**config.mk**
```make
export PLATFORM = sky130hd
export DESIGN_NAME = mem_port_arbiter
export DESIGN_NICKNAME = d
export VERILOG_FILES = /design/src/rtl/mem_port_arbiter_pkg.sv /design/src/rtl/mem_port_arbiter_req_latch.sv /design/src/rtl/mem_port_arbiter.sv
export SDC_FILE = /design/constraint.sdc
export NUM_CORES = 1
export LEC_CHECK = 0
export BUFFER_PORTS_ARGS = -buffer_cell sky130_fd_sc_hd__buf_4
export CAP_MARGIN = 5
export CELL_PAD_IN_SITES_DETAIL_PLACEMENT = 0
export CELL_PAD_IN_SITES_GLOBAL_PLACEMENT = 2
export CORE_UTILIZATION = 25
export DETAILED_ROUTE_END_ITERATION = 10
export HOLD_SLACK_MARGIN = 0.05
export PLACE_DENSITY_LB_ADDON = 0.3
export SYNTH_ARGS = -nofsm -noshare
export SYNTH_HDL_FRONTEND = slang
export SYNTH_SLANG_ARGS = --single-unit
export TNS_END_PERCENT = 1
```
**constraint.sdc**
```tcl
create_clock -name clk -period 1.8 [get_ports clk]
set_clock_uncertainty 0.15 [all_clocks]
set_input_delay 0.18 -clock clk [delete_from_list [all_inputs] [get_ports clk]]
set_output_delay 0.18 -clock clk [all_outputs]
set_load 0.02 [all_outputs]
```
**src/rtl/mem_port_arbiter_pkg.sv**
```systemverilog
// Shared types for the imem/dmem memory port arbiter.
package mem_arb_types;

    typedef enum logic [1:0] {
        IDLE   = 2'd0,
        I_BUSY = 2'd1,
        D_BUSY = 2'd2
    } arb_state_t;

    typedef struct packed {
        logic [31:0] addr;
        logic [3:0]  rmask;
        logic [3:0]  wmask;
        logic [31:0] wdata;
    } mem_req_t;

    localparam mem_req_t MEM_REQ_IDLE = '0;

endpackage

```
**src/rtl/mem_port_arbiter_req_latch.sv**
```systemverilog
// One-entry request holding register with a valid bit. A capture while the
// entry is occupied is dropped; the owner must wait for its response.
module arb_req_latch
    import mem_arb_types::*;
(
    input  logic     clk,
    input  logic     rst,
    input  logic     capture_i,
    input  logic     clear_i,
    input  mem_req_t req_i,
    output logic     valid_o,
    output mem_req_t req_o
);

    logic     valid_q;
    mem_req_t req_q;

    // Load on capture into an empty slot, free the slot once served.
    always_ff @(posedge clk or negedge rst) begin
        if (!rst) begin
            valid_q <= 1'b0;
            req_q   <= MEM_REQ_IDLE;
        end else if (capture_i && !valid_q) begin
            valid_q <= 1'b1;
            req_q   <= req_i;
        end else if (clear_i) begin
            valid_q <= 1'b0;
            req_q   <= MEM_REQ_IDLE;
        end
    end

    assign valid_o = valid_q;
    assign req_o   = req_q;

endmodule

```
**src/rtl/mem_port_arbiter.sv**
```systemverilog
// Shares one downstream memory port between instruction fetch and data.
// Data wins by default; a starvation counter forces fetch after
// STARVE_LIMIT data grants taken while a fetch was waiting.
module mem_port_arbiter
    import mem_arb_types::*;
#(
    parameter int unsigned STARVE_LIMIT = 4
) (
    input  logic        clk,
    input  logic        rst,
    input  logic [31:0] imem_addr,
    input  logic [3:0]  imem_rmask,
    output logic [31:0] imem_rdata,
    output logic        imem_resp,
    input  logic [31:0] dmem_addr,
    input  logic [3:0]  dmem_rmask,
    input  logic [3:0]  dmem_wmask,
    input  logic [31:0] dmem_wdata,
    output logic [31:0] dmem_rdata,
    output logic        dmem_resp,
    output logic [31:0] mem_addr,
    output logic [3:0]  mem_rmask,
    output logic [3:0]  mem_wmask,
    output logic [31:0] mem_wdata,
    input  logic [31:0] mem_rdata,
    input  logic        mem_resp
);

    localparam logic [3:0] LIMIT = 4'(STARVE_LIMIT);

    arb_state_t  state_q, state_d;
    logic [3:0]  starve_q, starve_d;
    mem_req_t    mem_q;
    logic        i_resp_q, d_resp_q;
    logic [31:0] i_rdata_q, d_rdata_q;

    logic        i_vld, d_vld;
    mem_req_t    i_req, d_req;
    mem_req_t    i_req_in, d_req_in;
    logic        i_grant, d_grant, done;

    // Fetch is read-only; a data write masks off any concurrent read mask.
    assign i_req_in = '{addr: imem_addr, rmask: imem_rmask, wmask: 4'h0, wdata: 32'h0};
    assign d_req_in = '{addr:  dmem_addr,
                        rmask: (|dmem_wmask) ? 4'h0 : dmem_rmask,
                        wmask: dmem_wmask,
                        wdata: dmem_wdata};

    arb_req_latch u_i_latch (
        .clk       (clk),
        .rst       (rst),
        .capture_i (|imem_rmask),
        .clear_i   (done && (state_q == I_BUSY)),
        .req_i     (i_req_in),
        .valid_o   (i_vld),
        .req_o     (i_req)
    );

    arb_req_latch u_d_latch (
        .clk       (clk),
        .rst       (rst),
        .capture_i (|(dmem_rmask | dmem_wmask)),
        .clear_i   (done && (state_q == D_BUSY)),
        .req_i     (d_req_in),
        .valid_o   (d_vld),
        .req_o     (d_req)
    );

    // Arbitration in IDLE, completion detection while busy.
    always_comb begin
        state_d = state_q;
        i_grant = 1'b0;
        d_grant = 1'b0;
        done    = 1'b0;
        case (state_q)
            IDLE: begin
                if (d_vld && !(i_vld && (starve_q == LIMIT))) begin
                    d_grant = 1'b1;
                    state_d = D_BUSY;
                end else if (i_vld) begin
                    i_grant = 1'b1;
                    state_d = I_BUSY;
                end
            end
            I_BUSY, D_BUSY: begin
                if (mem_resp) begin
                    done    = 1'b1;
                    state_d = IDLE;
                end
            end
            default: state_d = IDLE;
        endcase
    end

    // Count data grants that jumped a waiting fetch, saturating at the limit.
    always_comb begin
        starve_d = starve_q;
        if (!i_vld || i_grant) begin
            starve_d = 4'd0;
        end else if (d_grant && (starve_q != LIMIT)) begin
            starve_d = starve_q + 4'd1;
        end
    end

    // State and starvation counter registers.
    always_ff @(posedge clk or negedge rst) begin
        if (!rst) begin
            state_q  <= IDLE;
            starve_q <= 4'd0;
        end else begin
            state_q  <= state_d;
            starve_q <= starve_d;
        end
    end

    // Downstream request is loaded on grant and held until the response.
    always_ff @(posedge clk or negedge rst) begin
        if (!rst) begin
            mem_q <= MEM_REQ_IDLE;
        end else if (i_grant) begin
            mem_q <= i_req;
        end else if (d_grant) begin
            mem_q <= d_req;
        end else if (done) begin
            mem_q <= MEM_REQ_IDLE;
        end
    end

    // One-cycle response pulse and read data back to whoever owned the port.
    always_ff @(posedge clk or negedge rst) begin
        if (!rst) begin
            i_resp_q  <= 1'b0;
            d_resp_q  <= 1'b0;
            i_rdata_q <= 32'h0;
            d_rdata_q <= 32'h0;
        end else begin
            i_resp_q <= done && (state_q == I_BUSY);
            d_resp_q <= done && (state_q == D_BUSY);
            if (done && (state_q == I_BUSY)) begin
                i_rdata_q <= mem_rdata;
            end
            if (done && (state_q == D_BUSY)) begin
                d_rdata_q <= (|mem_q.wmask) ? 32'h0 : mem_rdata;
            end
        end
    end

    assign mem_addr   = mem_q.addr;
    assign mem_rmask  = mem_q.rmask;
    assign mem_wmask  = mem_q.wmask;
    assign mem_wdata  = mem_q.wdata;
    assign imem_resp  = i_resp_q;
    assign imem_rdata = i_rdata_q;
    assign dmem_resp  = d_resp_q;
    assign dmem_rdata = d_rdata_q;

endmodule
```
==> impl_metrics.yaml <==
status:
  status: "finished with violations"
  violations: "negative setup slack"
detailed_routing:
  firstDrtPassIters: 6
  wl_per_cell_um: 17.0
  drcViolationCount: 0
  via_per_inst: 4.38
  vias: 8203
  drtIter0Drc: 353
  postRouteAntennaNets: 0
  drt_wl_total_um: 31900
cells_and_area:
  mostFrequentLayoutCells: "buf_4 (322), dfrtp_1 (254), nand2_1 (211), dlygate4sd3_1 (143), a22o_1 (109)"
  fin_cells: 1873
  nets: 1484
  area_growth_syn_to_layout_pct: 59.5
  diodes: 0
  mostFrequentLayoutCell: "buf_4"
  drive_gt1_share_pct: 33.3
floorplan:
  die_width_um: 202
  dieArea_mm2: 0.0407
  ios: 281
  die_h_um: 202
  rows: 72
  initial_core_util_pct: 25.6
  fp.coreArea_mm2: 0.0390
sta:
  slew_headroom_pct: 69.2
  tns_ns: -3.84
  final-hold-violation-count: 0
  fin_ws_ns: -0.0779
  finalMaxSlewViolations: 0
  fin_crit_sh_pct: 104
  fmax_mhz: 533
  tightest_slew_ns: 0.461
  min_period_ns: 1.88
  setup_viol: 69
  rsz0062_at_grt: "true"
logic_synthesis:
  syn_area_mm2: 0.00998
  synth.distinct_cells: 37
  synth-seq-cells: 254
  synth_xor_area_share_pct: 0
  synth_top_family_by_area: "compound AO/OA/AOI/OAI gates"
  ys_warn_count: 0
  ys_seq_area_share_pct: 63.7
  synth_compound_area_share_pct: 18.4
  synth_fa_ha_area_share_pct: 0.627
  synth_nets: 1014
  avgSynthCellArea_um2: 11.5
  syn_inst: 866
  synth-simple-area-share_pct: 9.66
  post_synth_mux_area_share_pct: 3.71
worst_setup_path:
  r2r-start: "starve_q[0]"
  cp-start-kind: "flop"
  startpoint: "starve_q[0]"
  reg2reg_depth: 8
  worst_r2r_endpoint: "mem_addr[30]"
  rrSetupSlack_ns: -0.08
  critPathArrivalTime_ns: 2.17
  required_ns: 2.10
  crit_type: "flop to flop"
  endpoint_kind: "flop"
  cp_max_fo: 5
global_routing:
  grt_pass1_wl_um: 50100
  overflow: 0
  antenna_found_initial: 1
  grtUsageTotal_pct: 15.6
  grt_pass1_vias: 8635
  grt_max_degree: 60
hold_path:
  hold-path-endpoint: "u_i_latch.req_o[43]"
  holdCritPathClass: "input pin to flop"
  holdPathStages: 4
  min-delay-start: "imem_addr[3]"
clock_tree:
  cts_tree: "yes"
  cts.htree.levels: 1
  clkTransAtPathRegs_ns: 0.06
  cts_made_buffers: 30
  root_buffer: "clkbuf_16"
  numClockSinks: 254
  clock_latency_ns: 0.57
  clockBufferDepth: 3
placed_design:
  hpwl_um: 20500
  dp_cells: 1665
  portBuffers: 280
  gp_congestion: 0.737
pwr:
  ir_drop_uv: 801
  switching_share_pct: 35.2
  power.density_mw_per_mm2: 1700
  pwr-share-clk_pct: 22.0
  p_switching_w: 0.00949
  p_leak_nw: 7.87
  seqPwrFrac_pct: 33.9
  power_frac_comb_pct: 44.1
  internal_power_w: 0.0175
job:
  drv.max_cap_violation_count: 0
## what timing repair did
action | in CTS | in global routing
pin swaps | 28 | 8
hold endpoints to repair | 431 | 0
setup endpoints to repair | 86 | 159
buffers inserted | 6 | 2
hold buffers | 143 | 0
resized for setup | 10 | 7
gates cloned | 6 | 0
## layout make-up
class                           instances  area, µm²
Clock buffer                           43        871
Multi-Input combinational cell        538       3310
Clock inverter                          8       90.1
Tap cell                              518        648
Sequential cell                       254       6360
Inverter                                9       33.8
Timing Repair Buffer                  503       4610
Fill cell                            3815      23100
## per-layer routing
layer | up-vias | track usage (%) | routed length, µm
li1 | 3954 | - | -
met1 | 4005 | 20.9 | 14500
met2 | 203 | 25.6 | 15100
met3 | 39 | 3.50 | 1640
met4 | 2 | 3.71 | 630
met5 | - | 0 | 13
## power by group through the flow
stage / Sequential (W) / Combinational [W] / Clock [W]
2_1_floorplan: 0.0103 / 0.00459 / 0
3_3_place_gp: 0.00923 / 0.0107 / 0
3_5_place_dp: 0.00921 / 0.0108 / 0
4_1_cts: 0.00915 / 0.0121 / 0.00619
5_1_grt: 0.00941 / 0.0129 / 0.00640
6_report: 0.00914 / 0.0119 / 0.00595
## registers in the layout, summed over array words and instances (netlist names), 2 cells and up
register	cells
mem_wdata	32
mem_wmask	4
mem_addr	32
dmem_rdata	32
u_d_latch.req_o	72
imem_rdata	32
starve_q	4
state_q	2
u_i_latch.req_o	36
mem_rmask	4
## through the flow
stage | utilization (%) | instance area [µm²] | hold slack, ns | setup WS [ns] | total power (W)
final | 40.8 | 15900 | 0.211 | -0.0779 | 0.0270
after global routing | 40.8 | 15900 | 0.200 | -0.137 | 0.0287
after CTS | 40.7 | 15900 | 0.171 | -0.0732 | 0.0275
after detailed placement | 33.9 | 13200 | -0.0364 | -0.0504 | 0.0200
after global placement | 33.9 | 13200 | -0.0394 | -0.000115 | 0.0199
after floorplan | - | 9980 | -0.266 | 0.00842 | 0.0149
## synth_stat cells (all sizes together)
cell    count  area share [%]
buf        37             2.5
nor4        3            0.25
o22ai       3            0.19
o211ai      1           0.075
nand3b      1           0.075
or4         1           0.075
and2        2            0.13
nor3        1           0.050
nand2b      1           0.063
mux2i       1            0.10
and3        2            0.13
a21oi       7            0.46
a22o      109             9.6
nor2        5            0.29
dfrtp     254              64
a21o       37             2.8
or2b        1           0.075
mux2       32             3.6
ha          5            0.63
nand3       3            0.15
nor2b       5            0.31
inv         9            0.34
clkbuf     28             1.1
nand2     212             8.0
o2111a      1            0.11
o21a        1           0.075
nand4b      1           0.088
o21ai     103             5.2
## critical path, stage by stage (launching register included)
cell	delay [ns]
dfrtp_1	0.38
inv_2	0.08
ha_4	0.13
nand4b_1	0.13
and3_4	0.23
buf_6	0.14
buf_16	0.15
a22o_1	0.23
a21o_1	0.14
## worst max-delay path by stage
stage                        end  slack [ns]
floorplan           mem_addr[22]       0.008
global placement    mem_addr[10]     -0.0001
detailed placement  mem_addr[27]       -0.05
CTS                 mem_addr[30]       -0.07
global route         mem_addr[9]       -0.14
finish              mem_addr[30]       -0.08
## cell families after synthesis
logic type / after synthesis
adders and majority gates: 5
and+or+nand+nor: 238
DFF: 254
muxes: 33
AOI/OAI and AO/OA: 262
buffers and inverters: 74
No activity file was read; power rests on OpenSTA's default activity.
